`src/rtl/pll_lmmi_pkg.sv`:
```
// ----------------------------------------------------------------------------
// pll_lmmi_pkg
// Shared definitions for the PLL LMMI initiator:
//   - command opcode encodings carried on cmd_op
//   - FSM state enumeration used by pll_lmmi_initiator
//   - PLL_CORE register offsets used by the clock-management controller
// ----------------------------------------------------------------------------
package pll_lmmi_pkg;

   // Command opcodes (2'b11 is reserved and answered with an error).
   localparam logic [1:0] OP_WR  = 2'b00;
   localparam logic [1:0] OP_RD  = 2'b01;
   localparam logic [1:0] OP_RMW = 2'b10;

   typedef enum logic [2:0] {
      IDLE    = 3'd0,
      REQ_RD  = 3'd1,
      WAIT_RD = 3'd2,
      REQ_WR  = 3'd3,
      RESP    = 3'd4
   } lmmi_state_e;

   // PLL_CORE dynamic-configuration register offsets used by the controller.
   localparam logic [6:0] PLL_REG_DIVA  = 7'h12;
   localparam logic [6:0] PLL_REG_DIVB  = 7'h13;
   localparam logic [6:0] PLL_REG_FBK   = 7'h05;
   localparam logic [6:0] PLL_REG_PHASE = 7'h20;

endpackage

```
`src/rtl/lmmi_timeout_ctr.sv`:
```
// ----------------------------------------------------------------------------
// lmmi_timeout_ctr
// Bounded wait counter for the LMMI initiator. Counts the cycles spent in a
// waiting state and flags the cycle in which the wait reaches TIMEOUT cycles.
// Ports:
//   clk       in  clock
//   rst       in  asynchronous active-high reset
//   clr_i     in  restart the count (takes priority over en_i)
//   en_i      in  a waiting state is active this cycle
//   expired_o out this is the TIMEOUT-th consecutive waiting cycle
// ----------------------------------------------------------------------------
module lmmi_timeout_ctr #(
   parameter int TIMEOUT = 255
) (
   input  logic clk,
   input  logic rst,
   input  logic clr_i,
   input  logic en_i,
   output logic expired_o
);

   localparam int CNT_W = $clog2(TIMEOUT + 1);

   logic [CNT_W-1:0] cnt_q, cnt_d;

   always_comb begin
      cnt_d = cnt_q;
      if (clr_i) begin
         cnt_d = '0;
      end else if (en_i && (cnt_q != CNT_W'(TIMEOUT))) begin
         cnt_d = cnt_q + 1'b1;
      end
   end

   always_ff @(posedge clk or posedge rst) begin
      if (rst) begin
         cnt_q <= '0;
      end else begin
         cnt_q <= cnt_d;
      end
   end

   // cnt_q counts the cycles already waited, so the current cycle is number
   // cnt_q+1; the wait has reached TIMEOUT when that equals TIMEOUT.
   assign expired_o = en_i && (cnt_q >= CNT_W'(TIMEOUT - 1));

endmodule

```
`src/rtl/pll_lmmi_initiator.sv`:
```
// ----------------------------------------------------------------------------
// pll_lmmi_initiator
// Drives the PLL_CORE LMMI dynamic-configuration port on behalf of fabric
// logic. One command (write / read / masked read-modify-write) is accepted at
// a time and answered with exactly one response pulse.
// Ports:
//   clk, rst                 clock (also LMMICLK), async active-high reset
//   cmd_valid/cmd_ready      command handshake; ready only while idle
//   cmd_op/offset/wdata/mask command fields, captured on acceptance
//   rsp_valid/rdata/err      one-cycle response; rdata held until next one
//   lmmi_request/wr_rdn/offset/wdata   registered LMMI request outputs
//   lmmi_ready/rdata/rdata_valid       LMMI responder inputs
//   busy                     FSM not in IDLE
// ----------------------------------------------------------------------------
module pll_lmmi_initiator
   import pll_lmmi_pkg::*;
#(
   parameter int OFFSET_W = 7,
   parameter int DATA_W   = 8,
   parameter int TIMEOUT  = 255
) (
   input  logic                clk,
   input  logic                rst,
   input  logic                cmd_valid,
   output logic                cmd_ready,
   input  logic [1:0]          cmd_op,
   input  logic [OFFSET_W-1:0] cmd_offset,
   input  logic [DATA_W-1:0]   cmd_wdata,
   input  logic [DATA_W-1:0]   cmd_mask,
   output logic                rsp_valid,
   output logic [DATA_W-1:0]   rsp_rdata,
   output logic                rsp_err,
   output logic                lmmi_request,
   output logic                lmmi_wr_rdn,
   output logic [OFFSET_W-1:0] lmmi_offset,
   output logic [DATA_W-1:0]   lmmi_wdata,
   input  logic                lmmi_ready,
   input  logic [DATA_W-1:0]   lmmi_rdata,
   input  logic                lmmi_rdata_valid,
   output logic                busy
);

   function automatic logic [DATA_W-1:0] rmw_merge(input logic [DATA_W-1:0] old_v,
                                                   input logic [DATA_W-1:0] new_v,
                                                   input logic [DATA_W-1:0] mask_v);
      return (old_v & ~mask_v) | (new_v & mask_v);
   endfunction

   lmmi_state_e         state_q, state_d;
   logic [1:0]          op_q, op_d;
   logic [OFFSET_W-1:0] offs_q, offs_d;
   logic [DATA_W-1:0]   mask_q, mask_d;
   logic [DATA_W-1:0]   rdata_q, rdata_d;
   logic                err_q, err_d;
   logic                lreq_q, lreq_d;
   logic                lwr_q, lwr_d;
   logic [DATA_W-1:0]   lwdata_q, lwdata_d;
   logic                cmd_ready_q, cmd_ready_d;
   logic                rsp_valid_q, rsp_valid_d;
   logic                rsp_err_q, rsp_err_d;
   logic [DATA_W-1:0]   rsp_rdata_q, rsp_rdata_d;

   logic                to_clr, to_en, to_expired;

   // Restart the wait count on every state change; count while waiting.
   assign to_clr = (state_d != state_q);
   assign to_en  = (state_q == REQ_RD) || (state_q == WAIT_RD) || (state_q == REQ_WR);

   lmmi_timeout_ctr #(
      .TIMEOUT (TIMEOUT)
   ) u_timeout (
      .clk       (clk),
      .rst       (rst),
      .clr_i     (to_clr),
      .en_i      (to_en),
      .expired_o (to_expired)
   );

   always_comb begin
      state_d     = state_q;
      op_d        = op_q;
      offs_d      = offs_q;
      mask_d      = mask_q;
      rdata_d     = rdata_q;
      err_d       = err_q;
      lreq_d      = lreq_q;
      lwr_d       = lwr_q;
      lwdata_d    = lwdata_q;
      rsp_valid_d = 1'b0;
      rsp_err_d   = rsp_err_q;
      rsp_rdata_d = rsp_rdata_q;

      unique case (state_q)
         IDLE: begin
            if (cmd_valid && cmd_ready_q) begin
               op_d     = cmd_op;
               offs_d   = cmd_offset;
               mask_d   = cmd_mask;
               lwdata_d = cmd_wdata;
               rdata_d  = '0;
               err_d    = 1'b0;
               if (cmd_op == OP_WR) begin
                  state_d = REQ_WR;
                  lreq_d  = 1'b1;
                  lwr_d   = 1'b1;
               end else if ((cmd_op == OP_RD) || (cmd_op == OP_RMW)) begin
                  state_d = REQ_RD;
                  lreq_d  = 1'b1;
                  lwr_d   = 1'b0;
               end else begin
                  // Reserved opcode: answer with an error, no bus activity.
                  state_d = RESP;
                  err_d   = 1'b1;
               end
            end
         end
         REQ_RD: begin
            if (lmmi_ready) begin
               state_d = WAIT_RD;
               lreq_d  = 1'b0;
            end else if (to_expired) begin
               state_d = RESP;
               lreq_d  = 1'b0;
               err_d   = 1'b1;
            end
         end
         WAIT_RD: begin
            if (lmmi_rdata_valid) begin
               rdata_d = lmmi_rdata;
               if (op_q == OP_RMW) begin
                  // lwdata_q still holds the command write data here.
                  state_d  = REQ_WR;
                  lreq_d   = 1'b1;
                  lwr_d    = 1'b1;
                  lwdata_d = rmw_merge(lmmi_rdata, lwdata_q, mask_q);
               end else begin
                  state_d = RESP;
               end
            end else if (to_expired) begin
               state_d = RESP;
               err_d   = 1'b1;
            end
         end
         REQ_WR: begin
            if (lmmi_ready) begin
               state_d = RESP;
               lreq_d  = 1'b0;
            end else if (to_expired) begin
               state_d = RESP;
               lreq_d  = 1'b0;
               err_d   = 1'b1;
            end
         end
         RESP: begin
            state_d     = IDLE;
            rsp_valid_d = 1'b1;
            rsp_err_d   = err_q;
            rsp_rdata_d = err_q ? '0 : rdata_q;
         end
         default: begin
            state_d = IDLE;
            lreq_d  = 1'b0;
         end
      endcase

      // Registered ready: low in reset and for every non-idle cycle.
      cmd_ready_d = (state_d == IDLE);
   end

   always_ff @(posedge clk or posedge rst) begin
      if (rst) begin
         state_q     <= IDLE;
         op_q        <= '0;
         offs_q      <= '0;
         mask_q      <= '0;
         rdata_q     <= '0;
         err_q       <= 1'b0;
         lreq_q      <= 1'b0;
         lwr_q       <= 1'b0;
         lwdata_q    <= '0;
         cmd_ready_q <= 1'b0;
         rsp_valid_q <= 1'b0;
         rsp_err_q   <= 1'b0;
         rsp_rdata_q <= '0;
      end else begin
         state_q     <= state_d;
         op_q        <= op_d;
         offs_q      <= offs_d;
         mask_q      <= mask_d;
         rdata_q     <= rdata_d;
         err_q       <= err_d;
         lreq_q      <= lreq_d;
         lwr_q       <= lwr_d;
         lwdata_q    <= lwdata_d;
         cmd_ready_q <= cmd_ready_d;
         rsp_valid_q <= rsp_valid_d;
         rsp_err_q   <= rsp_err_d;
         rsp_rdata_q <= rsp_rdata_d;
      end
   end

   assign cmd_ready    = cmd_ready_q;
   assign rsp_valid    = rsp_valid_q;
   assign rsp_err      = rsp_err_q;
   assign rsp_rdata    = rsp_rdata_q;
   assign lmmi_request = lreq_q;
   assign lmmi_wr_rdn  = lwr_q;
   assign lmmi_offset  = offs_q;
   assign lmmi_wdata   = lwdata_q;
   assign busy         = (state_q != IDLE);

endmodule

```
`config.mk`:
```
export PLATFORM = sky130hd
export DESIGN_NAME = pll_lmmi_initiator
export DESIGN_NICKNAME = d
export VERILOG_FILES = /design/src/rtl/pll_lmmi_pkg.sv /design/src/rtl/lmmi_timeout_ctr.sv /design/src/rtl/pll_lmmi_initiator.sv
export SDC_FILE = /design/constraint.sdc
export NUM_CORES = 1
export LEC_CHECK = 0
export CAP_MARGIN = 20
export CORE_MARGIN = 2
export CORE_UTILIZATION = 40
export CTS_CLUSTER_DIAMETER = 60
export DETAILED_ROUTE_END_ITERATION = 7
export HOLD_SLACK_MARGIN = 0.03
export PLACE_DENSITY = 0.8
export REMOVE_ABC_BUFFERS = 1
export SETUP_SLACK_MARGIN = 0.15
export SLEW_MARGIN = 20
export SYNTH_ARGS = -nofsm -noshare
export SYNTH_HDL_FRONTEND = slang
export SYNTH_SLANG_ARGS = --single-unit
export TNS_END_PERCENT = 20
```
`constraint.sdc`:
```
create_clock -name clk -period 1.8 [get_ports clk]
set_input_delay 0.45 -clock clk [delete_from_list [all_inputs] [get_ports clk]]
set_output_delay 0.45 -clock clk [all_outputs]
set_load 0.02 [all_outputs]
```
## Yosys cells after proc, flatten, opt, wreduce, memory -nomap -nowiden

Index checks and enable logic that the tools add are counted.

- Bits in registers: 58
- Bits of input ports: 38
- Output and inout bits: 29
- Word-level logic and storage cells: 96

- $add $sub $neg: 1
- $lt $le $gt $ge: 1
- Equal/unequal tests: 16
- Muxes and demuxes: 39
- Bitwise logic cells: 5
- Reduce and logical (&&, ||, !) cells: 20

Operators with widths:

| cell | number |
|---|---|
| 8-bit 2-to-1 mux | 8 |
| 8-bit one-hot mux with 2 select lines | 2 |
| 3-bit 2-to-1 mux | 8 |
| 1-bit 2-to-1 mux | 17 |
| 8-bit AND | 2 |
| 3-bit one-hot mux with 4 select lines | 1 |
| 8-bit by 1-bit adder with 8-bit output (second input constant) | 1 |
| 8-bit >= comparator (second input constant) | 1 |
| 2-bit != test (second input constant) | 4 |
| 8-bit != test (second input constant) | 1 |
| 8-bit inverter | 1 |
| 8-bit OR | 1 |
| 4-bit AND reduction | 2 |
| 3-bit by 2-bit equality test with 1-bit output (second input constant) | 2 |
| 3-bit zero test | 2 |
| 6-bit AND reduction | 1 |
| 3-bit nonzero test | 2 |
| 5-bit AND reduction | 1 |
| 2-bit equality test (second input constant) | 2 |
| 1-bit one-hot mux with 4 select lines | 1 |
| 2-bit nonzero test | 2 |
| 3-bit by 1-bit equality test with 1-bit output (second input constant) | 1 |
| 3-bit equality test (second input constant) | 1 |
| 1-bit logical AND | 3 |
| 13 further kinds | 15 |

## Longest topological paths before layout

Gate-level depths: netlist (run 1).

- Depth after elaboration: 9
- Mapped depth: 7
- Mapped depth without buffers: 6

## Hierarchy

Synthesis (run 1) repeated with hierarchy kept, for this count alone.

- Cell total of the unflattened synthesis: 268
- Area total of the unflattened synthesis: 2,813.9 um^2

Modules (own cells, without submodules):

| module | times used | cells an instance | area an instance (um^2) | sequential area each (um^2) |
|---|---|---|---|---|
| pll_lmmi_initiator | 1 | 218 | 2,344.7 | 1,251.2 |
| lmmi_timeout_ctr | 1 | 50 | 469.2 | 200.2 |

## Least setup slack after synthesis (run 1)

OpenSTA, ideal clock, no wires.

- Kind: register -> register
- Start point: register u_timeout.cnt_q[0]
- End point: register u_timeout.cnt_q[2]
- Setup time: 0.146 ns
- Arrival: 1.519 ns
- Required time: 1.654 ns
- Setup slack: 0.135 ns
- Cell stages (with the launch flop): 7
- Path buffers: 0
- Clock period less this slack: 1.665 ns
- Cells stage by stage: dfrtp_1 inv_1 ha_1 o211ai_1 or2_1 o311ai_4 nor4_1

- Longest elaborated chain between the ends: 7
- Elaborated cells between the ends (all ways): 14
- Classes of those cells: add/sub (1); order compare (1); eq/ne (2); mux (7); reduce/logical (3)

RTL lines:

| element | RTL line | source |
|---|---|---|
| start, declared | lmmi_timeout_ctr.sv:24 | `logic [CNT_W-1:0] cnt_q, cnt_d;` |
| start signal, assigned | lmmi_timeout_ctr.sv:39 | `cnt_q <= cnt_d;` |
| 8-bit >= comparator (*) | lmmi_timeout_ctr.sv:45 | `assign expired_o = en_i && (cnt_q >= CNT_W'(TIMEOUT - 1));` |
| 1-bit logical AND (*) | lmmi_timeout_ctr.sv:45 |  |
| 3-bit 2-to-1 mux (*) | pll_lmmi_initiator.sv:121, pll_lmmi_initiator.sv:139, pll_lmmi_initiator.sv:148 |  |
| 3-bit 2-to-1 mux (on tied branches) | pll_lmmi_initiator.sv:145, pll_lmmi_initiator.sv:118, pll_lmmi_initiator.sv:128 |  |
| 3-bit one-hot mux with 4 select lines (*) | pll_lmmi_initiator.sv:93 | `unique case (state_q)` |
| net state_d[2] | pll_lmmi_initiator.sv:49 | `lmmi_state_e state_q, state_d;` |
| 3-bit != test (*) | pll_lmmi_initiator.sv:66 | `assign to_clr = (state_d != state_q);` |
| 8-bit 2-to-1 mux / 2-bit nonzero test (equally long branches) | - |  |

Mark *: on every way through the listed nets, which the timed path passes. The rest lies on a longest branch. The select of a mux whose other input is x is not followed.
A chain may end at the register's enable or synchronous reset.

## Final worst setup path (run 1)

- Start point: register state_q[0]
- End point: register cmd_ready_q, in the netlist cmd_ready

- Longest elaborated chain between the ends: 8
- Elaborated cells between the ends (all ways): 14
- Classes of those cells: eq/ne (3); mux (6); reduce/logical (5)

RTL lines:

| element | RTL line | source |
|---|---|---|
| start, declared | pll_lmmi_initiator.sv:49 |  |
| start signal, assigned | pll_lmmi_initiator.sv:186 | `state_q <= state_d;` |
| 3-bit by 1-bit equality test with 1-bit output / 3-bit by 2-bit equality test with 1-bit output (equally long branches) | pll_lmmi_initiator.sv:67, pll_lmmi_initiator.sv:93 |  |
| 1-bit logical OR (2 in series) | pll_lmmi_initiator.sv:67 | `assign to_en = (state_q == REQ_RD) \|\| (state_q == WAIT_RD) \|\| (state_q == REQ_WR);` |
| 1-bit logical AND | lmmi_timeout_ctr.sv:45 |  |
| 3-bit 2-to-1 mux | pll_lmmi_initiator.sv:121, pll_lmmi_initiator.sv:139, pll_lmmi_initiator.sv:148 |  |
| 3-bit 2-to-1 mux (on tied branches) | pll_lmmi_initiator.sv:145, pll_lmmi_initiator.sv:118, pll_lmmi_initiator.sv:128 |  |
| 3-bit one-hot mux with 4 select lines (*) | pll_lmmi_initiator.sv:93 |  |
| net state_d[2] | pll_lmmi_initiator.sv:49 |  |
| 3-bit zero test (*) | pll_lmmi_initiator.sv:167 | `cmd_ready_d = (state_d == IDLE);` |
| net cmd_ready_d | pll_lmmi_initiator.sv:58 | `logic cmd_ready_q, cmd_ready_d;` |
| end signal, assigned | pll_lmmi_initiator.sv:195 | `cmd_ready_q <= cmd_ready_d;` |
| end, declared | pll_lmmi_initiator.sv:58 |  |

Mark *: on every way through the listed nets, which the timed path passes. The rest lies on a longest branch.

==> results of run 1 <==
[worst paths after layout]
kind | startpoint | slack [ns] | to
min in group asynchronous | rst | 0.51 | rsp_rdata[3]
max in group asynchronous | rst | 1.03 | state_q[0]
worst min register to register | lmmi_offset[5] | 0.47 | lmmi_offset[5]
worst min-delay path | lmmi_offset[5] | 0.47 | lmmi_offset[5]
worst max-delay path | state_q[0] | -0.01 | cmd_ready
worst max register to register | state_q[0] | -0.01 | cmd_ready
[cell usage after synthesis (4+ instances only)]
cell / number
a21oi_1: 4
a221oi_1: 8
a2bb2oi_1: 8
buf_4: 4
clkbuf_1: 6
dfrtp_1: 58
inv_1: 10
mux2i_1: 4
nand2_1: 82
nand2b_1: 11
nand3_1: 11
nor2_1: 7
nor3_1: 8
o21ai_0: 19
o31ai_1: 5
or3_1: 8
[report_power, final]
part | switching (W) | internal (W)
Clock | 0.000504 | 0.000713
Sequential | 0.000409 | 0.00186
Combinational | 0.00200 | 0.00165
Total | 0.00291 | 0.00423
[critical path: cells and delay by family (launching register included)]
family          cells  cell delay (ns)
compound gates      3             0.73
flops               1             0.45
buf+inv             2             0.36
simple gates        1             0.16
[layout by cell type (no fill, tap or decap), types with 3 or more instances in the layout]
master            n
nand2b_1         11
a2bb2oi_1         4
nand4_1           3
o211ai_1          3
a21oi_1           4
clkdlybuf4s50_1  37
inv_2             3
dlygate4sd2_1    28
o21ai_0          18
a2bb2oi_2         4
or3_1             8
inv_1             7
o31ai_1           4
clkbuf_8         11
nand2_1          82
mux2i_1           4
buf_12            4
nor3_1            8
a221oi_1          6
nor2_1            7
and2_1            3
buf_6             3
buf_4            29
dfrtp_1          56
nand3_1          10
[per-stage QoR]
stage | area (um^2) | hold WS, ns | TNS, ns
global route | 4180 | 0.489 | -0.602
CTS | 4110 | 0.475 | -0.0168
floorplan | 2800 | 0.461 | -10.30
detailed placement | 3860 | 0.462 | -2.96
global placement | 3860 | 0.458 | -1.33
finish | 4180 | 0.470 | -0.0389
[repair_timing]
action                     4_1_cts  5_1_grt
pin swaps                        7        8
setup endpoints to repair       50       22
hold endpoints to repair         0        0
gates resized for setup         47       12
setup buffers                    2        0
[layout make-up]
cell class              instances  area, um^2  area share (%)
clock buffers                  12         155            3.71
clock inverters                 4        50.0            1.20
inverters                      10        37.5           0.899
multi-input cells             219        1410            33.8
flip-flops and latches         58        1450            34.8
well taps                      96         120            2.88
repair buffers                101         947            22.7
[layer usage]
layer	GRT usage, %	up-vias	share of wire [%]
met5	0	-	0
met4	12.4	0	4.1
met3	3.92	32	6.6
met2	32.2	117	47
met1	25.4	1282	42
li1	-	1249	-
[cell families after synthesis]
kind of cell / synth area share, %
AOI/OAI and AO/OA: 16.5
xor gates and xnor gates: 0.608
adders and majority gates: 0.868
buffers and inverters: 4.21
DFF: 50.4
muxes: 1.78
and+or+nand+nor: 25.7
==> metrics.yaml, run 1 <==
worst_setup_path:
  crit_arrival_ns: 2.03
  endpoint_kind: "flop"
  critical_path.max_fanout: 10
  start_kind: "flop"
  critPathSlowestCell: "dfrtp_2"
  crit_chain: "buf_4 > nor2b_1 > a32oi_2 > o311ai_4 > buf_12 > a2111oi_4"
  worstRegToRegCells: 6
  path_class: "reg -> reg"
  crit_path_max_incr_delay_ns: 0.45
  cp.required_ns: 2.01
grt:
  grt_max_degree: 59
  grt_pass1_wl_mm: 12.2
  grt_pass1_vias: 2599
  antenna_found_initial: 0
  track_usage_pct: 20.2
  grt-ovfl-total: 0
yosys:
  syn-cell-area_um2: 2880
  seq_area_frac_synth_pct: 50.4
  syn_area_per_cell_um2: 9.54
  synth_area_leaders: "dfrtp_1 (50%), nand2_1 (11%), o21ai_0 (3.3%), a221oi_1 (2.4%), a2bb2oi_1 (2.4%)"
  syn_inst: 302
  synth_seq_cells: 58
  synth_edf_count: 0
  yosys_warnings: 0
  yosys.area.top_type: "dfrtp_1"
  synth_top_area_share_pct: 50.4
  synth_cell_types: 53
  ys.flop_type: "dfrtp_1"
  ys_async_sr_fraction_pct: 100
die:
  die_w_um: 88.9
  pin_count: 67
  rows: 30
  start_util_pct: 41.9
  core_um2: 6870
  die_h_um: 88.9
  die-area_um2: 7900
cts:
  root_buffer: "clkbuf_8"
  clock-sinks: 58
  clk_pin_slew_ns: 0.07
  cts_hold_buf: 0
  cts_buffers: 9
  htree_levels: 3
  clockBufferDepth: 2
  cts_tree: "yes"
  clock_latency_ns: 0.33
status:
  violations: "setup timing"
  outcome: "complete, but fails checks"
sta:
  fin_ws_ns: -0.0141
  final.min_clock_period_ns: 1.81
  period_share_pct: 101
  fmax_ghz: 0.551
  tightest_slew_ns: 0.436
  clock_skew_ns: 0.00610
  slew_headroom_pct: 70.6
  rsz0062_at_grt: "true"
  finalHoldViolCount: 0
  drv_slew: 0
  setup_viol: 5
cells_and_area:
  syn2layout_area_growth_pct: 44.9
  utilization_pct: 60.8
  final_layout_size_suffix_gt1_share_pct: 20.5
  antennaDiodeCount: 0
  layout.nets: 439
  fill_cells: 546
  final_cells: 500
placed_design:
  place_inst: 482
  gp_congestion: 0.869
  place_ws_ns: -0.233
  port_buffers: 66
  place_hpwl_mm: 5.28
power_and_ir_drop:
  p_leak_nw: 1.93
  powerDensity_nw_per_um2: 1710
  total_power_w: 0.00713
  ir_drop_uv: 847
job:
  drv_cap: 0
routing:
  drt-total-wl_mm: 7.63
  initialDrtViolationCount: 156
  first_pass_iters: 5
  vias: 2680
  drcViolationCount: 0
  post_drt_wl_per_cell_um: 15.3
  post_drt_via_cell_ratio: 5.36
  ant_nets: 0
hold_path:
  min-delay-path-class: "reg -> reg"
  hold_path_depth: 2
Power figures use the tool's default switching activity.
==> run 2, diff against run 1 <==
--- a/config.mk
+++ b/config.mk
@@ -6,6 +6,7 @@
 export NUM_CORES = 1
 export LEC_CHECK = 0
 export CAP_MARGIN = 20
+export CORE_ASPECT_RATIO = 0.75
 export CORE_MARGIN = 2
 export CORE_UTILIZATION = 40
 export CTS_CLUSTER_DIAMETER = 60
@@ -14,7 +15,6 @@
 export PLACE_DENSITY = 0.8
 export REMOVE_ABC_BUFFERS = 1
 export SETUP_SLACK_MARGIN = 0.15
-export SLEW_MARGIN = 20
 export SYNTH_ARGS = -nofsm -noshare
 export SYNTH_HDL_FRONTEND = slang
 export SYNTH_SLANG_ARGS = --single-unit
==> metrics.yaml, run 2 (synthesized netlist as in run 1, its figures left out) <==
die:
  start_util_pct: 41.8  # -0.17 points
  die_w_um: 102  # +15%
  pin_count: 67  # unchanged
  core_um2: 6900  # +0.40%
  die_h_um: 77.5  # -13%
  rows: 26  # -13%
  die-area_um2: 7910  # about the same
hold_path:
  min-delay-path-class: "in -> async"
sta:
  period_share_pct: 97.9  # -2.9 points
  setup_viol: 0  # -5
  fin_hold_ws_ns: 0.408  # -0.0621 ns
  drv_slew: 0  # unchanged
  tightest_slew_ns: 0.494  # +0.0580 ns
  finalHoldViolCount: 0  # unchanged
  fin_ws_ns: 0.0377  # +0.0519 ns
  clock_skew_ns: 0.0127  # +0.00661 ns
  rsz0062_at_grt: "true"
  slew_headroom_pct: 66.8  # -3.7 points
  final.min_clock_period_ns: 1.76  # -0.0519 ns
  fmax_ghz: 0.567  # +2.9%
  finalSetupTns_ns: 0  # +0.0389 ns
cells_and_area:
  multi_input_area_um2: 1500  # +6.5%
  antennaDiodeCount: 0  # unchanged
  layout.nets: 448  # +2.1%
  mostFrequentLayoutCells: "nand2_1 (81), dfrtp_1 (54), clkdlybuf4s50_1 (37)"
  final_common_cell: "nand2_1"
  utilization_pct: 63.6  # +2.8 points
  fill_cells: 568  # +4.0%
  layout.area.seq_um2: 1460  # +0.17%
  final_layout_size_suffix_gt1_share_pct: 25.2  # +4.6 points
  syn2layout_area_growth_pct: 52.1
cts:
  clk_pin_slew_ns: 0.07  # about the same
  clockBufferDepth: 2  # unchanged
  cts_hold_buf: 0  # unchanged
  clock_latency_ns: 0.35  # +0.02 ns
  htree_levels: 3  # unchanged
  root_buffer: "clkbuf_8"
  clock-sinks: 58  # unchanged
  cts_tree: "yes"
  cts_buffers: 9  # unchanged
worst_setup_path:
  endpoint_kind: "flop"
  crit_arrival_ns: 2.00  # -0.03 ns
  critical_path.max_fanout: 11  # +1
  crit_chain: "buf_6 > nor4bb_1 > buf_4 > a32oi_4 > o311ai_4 > buf_6 > a2111oi_4"
  path_class: "reg -> reg"
  critPathSlowestCell: "dfrtp_2"
  crit_path_max_incr_delay_ns: 0.45  # about the same
  cp_common_cell: "buf_6"
  cp.required_ns: 2.04  # +0.03 ns
  start_kind: "flop"
placed_design:
  place_ws_ns: -0.320  # -0.0870 ns
  place_hpwl_mm: 5.52  # +4.5%
  gp_congestion: 0.877  # +0.93%
  port_buffers: 66  # unchanged
routing:
  ant_nets: 0  # unchanged
  initialDrtViolationCount: 129  # -17%
  vias: 2667  # -0.49%
  drcViolationCount: 0  # unchanged
  post_drt_via_cell_ratio: 5.22  # -2.6%
  post_drt_wl_per_cell_um: 16.0  # +4.9%
  drt-total-wl_mm: 8.19  # +7.2%
  first_pass_iters: 4  # -1
job:
  drv_cap: 0  # unchanged
power_and_ir_drop:
  intPower_w: 0.00456  # +7.9%
  ir_drop_uv: 1030  # +21%
  p_switching_w: 0.00312  # +7.2%
  powerDensity_nw_per_um2: 1750  # +2.5%
  p_leak_nw: 2.01  # +4.2%
  clkPwrFrac_pct: 18.2  # +1.1 points
  swShare_pct: 40.6  # -0.15 points
  sequentialPowerShare_pct: 29.9  # -1.9 points
  p_comb_share_pct: 52.0  # +0.9 points
  total_power_w: 0.00768  # +7.6%
grt:
  grt_pass1_wl_mm: 13.2  # +8.7%
  antenna_found_initial: 0  # unchanged
  grt_max_degree: 27  # -54%
  grt-ovfl-total: 0  # unchanged
  grt_pass1_vias: 2717  # +4.5%
  track_usage_pct: 21.7  # +1.5 points
status:
  outcome: "complete, no violations"
[run 2: changes by cell type in the layout (fill, tap and decap cells not counted), moves of 3 or more]
cell	previous run	this run
a221oi_2	2	7
o21ai_1	0	3
a221oi_1	6	0
nor3_1	8	4
buf_6	3	8
nor3_2	0	4
buf_4	29	33
[run 2: path summary, 6_finish.rpt]
path,startpoint,to,slack (ns),depth (start not counted)
max reg2reg,state_q[1],u_timeout.cnt_q[3],0.04,7
max,state_q[1],u_timeout.cnt_q[3],0.04,7
min reg2reg,rsp_rdata[5],rsp_rdata[5],0.47,2
max in group asynchronous,rst,state_q[0],0.90,3
min,rst,async pin,0.41,2
min in group clk,rsp_rdata[5],rsp_rdata[5],0.47,2
[run 2: layer usage]
| layer | share of wire, % | global-route usage, % |
|---|---|---|
| met4 | 0.84 | 5.87 |
| met3 | 6.8 | 6.67 |
| met5 | 0 | 0 |
| met2 | 47 | 32.8 |
| met1 | 45 | 30.3 |
[run 2: stage by stage]
stage / std cells / area [um^2]
3_3_place_gp: 487 / 3900
5_1_grt: 511 / 4380
2_1_floorplan: 287 / 2800
6_report: 511 / 4380
4_1_cts: 507 / 4230
3_5_place_dp: 487 / 3900
[run 2: final cells by class]
class,instances,area share (%)
Clock inverter,4,1.68
Timing Repair Buffer,110,23.6
Tap cell,98,2.80
Sequential cell,58,33.2
Clock buffer,12,3.54
Inverter,10,0.856
Multi-Input combinational cell,219,34.3
[run 2: what timing repair did]
item | in CTS | in global routing
setup endpoints to repair | 49 | 27
pin swaps | 6 | 16
gates cloned | 0 | 0
buffers inserted | 4 | 4
resized for setup | 54 | 29
[run 2: critical path, delay by kind of cell, from the launching register on]
kind / cells / cell delay [ns]
compound gates: 3 / 0.60
buf+inv: 3 / 0.47
flops: 1 / 0.45
simple gates: 1 / 0.13
[run 2: power groups by stage]
stage / clock network [W] / logic (W) / registers [W]
after detailed placement: 0 / 0.00359 / 0.00227
after global placement: 0 / 0.00348 / 0.00225
after CTS: 0.00141 / 0.00362 / 0.00225
final: 0.00139 / 0.00399 / 0.00229
after global routing: 0.00149 / 0.00431 / 0.00238
after floorplan: 0 / 0.00154 / 0.00260
==> run 3, diff against run 2 <==
--- a/config.mk
+++ b/config.mk
@@ -7,12 +7,12 @@
 export LEC_CHECK = 0
 export CAP_MARGIN = 20
 export CORE_ASPECT_RATIO = 0.75
-export CORE_MARGIN = 2
+export CORE_MARGIN = 5
 export CORE_UTILIZATION = 40
 export CTS_CLUSTER_DIAMETER = 60
 export DETAILED_ROUTE_END_ITERATION = 7
 export HOLD_SLACK_MARGIN = 0.03
-export PLACE_DENSITY = 0.8
+export PLACE_DENSITY_LB_ADDON = 0.25
 export REMOVE_ABC_BUFFERS = 1
 export SETUP_SLACK_MARGIN = 0.15
 export SYNTH_ARGS = -nofsm -noshare
==> metrics.yaml, run 3 (synthesized netlist as in run 1, its figures left out) <==
status:
  outcome: "complete, no violations"
sta:
  drv_slew: 0  # unchanged
  rsz0062_at_grt: "true"
  slew_headroom_pct: 69.8  # +3.0 points
  fmax_ghz: 0.574  # +1.1%
  finalHoldViolCount: 0  # unchanged
  tightest_slew_ns: 0.451  # -0.0422 ns
  final.min_clock_period_ns: 1.74  # -0.0197 ns
  setup_viol: 0  # unchanged
  fin_hold_ws_ns: 0.473  # +0.0659 ns
  clock_skew_ns: 0.0101  # -0.00265 ns
  period_share_pct: 96.8  # -1.1 points
cells_and_area:
  layout.nets: 454  # +1.3%
  mostFrequentLayoutCells: "nand2_1 (81), dfrtp_1 (54), buf_4 (40)"
  syn2layout_area_growth_pct: 50.3
  utilization_pct: 62.8  # -0.74 points
  antennaDiodeCount: 0  # unchanged
  fill_cells: 616  # +8.5%
  final_layout_size_suffix_gt1_share_pct: 26.5  # +1.3 points
  final_common_cell: "nand2_1"
routing:
  post_drt_wl_per_cell_um: 15.6  # -2.3%
  ant_nets: 0  # unchanged
  drt-total-wl_mm: 8.09  # -1.2%
  drcViolationCount: 0  # unchanged
  initialDrtViolationCount: 110  # -15%
  post_drt_via_cell_ratio: 5.16  # -1.2%
  vias: 2667  # unchanged
  first_pass_iters: 4  # unchanged
cts:
  cts_tree: "yes"
  clock-sinks: 58  # unchanged
  cts_hold_buf: 0  # unchanged
  clock_latency_ns: 0.34  # about the same
  clk_pin_slew_ns: 0.07  # about the same
  root_buffer: "clkbuf_8"
  cts_buffers: 9  # unchanged
  clockBufferDepth: 2  # unchanged
  htree_levels: 3  # unchanged
grt:
  antenna_found_initial: 0  # unchanged
  track_usage_pct: 18.2  # -3.5 points
  grt-ovfl-total: 0  # unchanged
  grt_pass1_vias: 2766  # +1.8%
  grt_pass1_wl_mm: 13.2  # -0.73%
  grt_max_degree: 59  # +120%
worst_setup_path:
  crit_chain: "nor3_4 > inv_2 > buf_2"
  critical_path_depth: 3  # -4
  path_buf_inv: 2  # -1
  r2r-start: "state_q[0]"
  path_delay_family: "flip-flops"
  cp.required_ns: 1.35  # -0.69 ns
  crit_arrival_ns: 1.29  # -0.71 ns
  reg2reg_slack_ns: 0.08  # +0.04 ns
  crit_start: "state_q[1]"
  critical_path.max_fanout: 8  # -3
  start_kind: "flop"
  worstRegToRegCells: 7  # unchanged
  crit_path_max_incr_delay_ns: 0.48  # +0.03 ns
  endpoint_kind: "output pin"
  critPathSlowestCell: "dfrtp_2"
  worst_r2r_endpoint: "u_timeout.cnt_q[3]"
  path_class: "reg -> out"
  endpoint: "busy"
power_and_ir_drop:
  powerDensity_nw_per_um2: 1680  # -4.3%
  p_leak_nw: 1.99  # -0.65%
  ir_drop_uv: 933  # -9.1%
die:
  die-area_um2: 9020  # +14%
  core_um2: 6900  # unchanged
  start_util_pct: 41.8  # unchanged
  pin_count: 67  # unchanged
  die_h_um: 83.5  # +7.7%
  die_w_um: 108  # +5.9%
  rows: 26  # unchanged
placed_design:
  port_buffers: 66  # unchanged
  gp_congestion: 0.849  # -3.2%
  place_hpwl_mm: 5.41  # -2.0%
job:
  drv_cap: 0  # unchanged
hold_path:
  min-delay-path-class: "in -> async"
## run 3: worst min path at each step
stage              startpoint              to  cells past startpoint
2_1_floorplan       mask_q[0]       mask_q[0]                      2
3_3_place_gp   lmmi_offset[4]  lmmi_offset[4]                      2
3_5_place_dp   lmmi_offset[0]  lmmi_offset[0]                      2
4_1_cts        lmmi_offset[0]  lmmi_offset[0]                      2
5_1_grt        lmmi_offset[2]  lmmi_offset[2]                      2
6_report                  rst    rsp_rdata[0]                      3
## run 3: worst reg2reg max path, delay by kind of cell, from the launching register on
kind	cells	cell delay (ns)
buffers and inverters	3	0.44
AND/OR/NAND/NOR	2	0.17
AO/OA/AOI/OAI	2	0.56
flip-flops	1	0.45
## run 3: stage by stage
step	setup slack, ns	setup TNS (ns)	std cells	instance area (um^2)	power [W]
2_1_floorplan	-0.437	-10.30	287	2800	0.00414
3_3_place_gp	-0.245	-2.46	491	3910	0.00581
3_5_place_dp	-0.332	-3.33	491	3910	0.00590
5_1_grt	-0.00431	-0.00431	517	4330	0.00779
6_report	0.0574	0	517	4330	0.00726
4_1_cts	0.0525	0	507	4160	0.00698
## run 3: timing repair
item / CTS / global route
pin swaps: 11 / 9
endpoints found under the setup margin: 53 / 27
cloned: 0 / 1
setup buffers: 0 / 9
gates resized for setup: 62 / 19
## run 3: area by class of cell
cell class	count	area [um^2]	area share (%)
Tap cell	98	123	2.83
Timing Repair Buffer	115	1030	23.8
Sequential cell	58	1460	33.6
Inverter	10	37.5	0.867
Clock buffer	10	138	3.18
Multi-Input combinational cell	220	1500	34.7
Clock inverter	6	42.5	0.982
## run 3: routing by layer
| layer | global-route usage, % | vias to the layer above | part of all wire (%) |
|---|---|---|---|
| li1 | - | 1285 | - |
| met1 | 25.5 | 1291 | 48 |
| met2 | 27.1 | 78 | 45 |
| met3 | 5.65 | 13 | 6.0 |
| met4 | 5.50 | 0 | 1.5 |
| met5 | 0 | - | 0 |
## run 3: power breakdown
part / internal, W / switching, W
Sequential: 0.00186 / 0.000409
Clock: 0.000535 / 0.000542
Combinational: 0.00180 / 0.00212
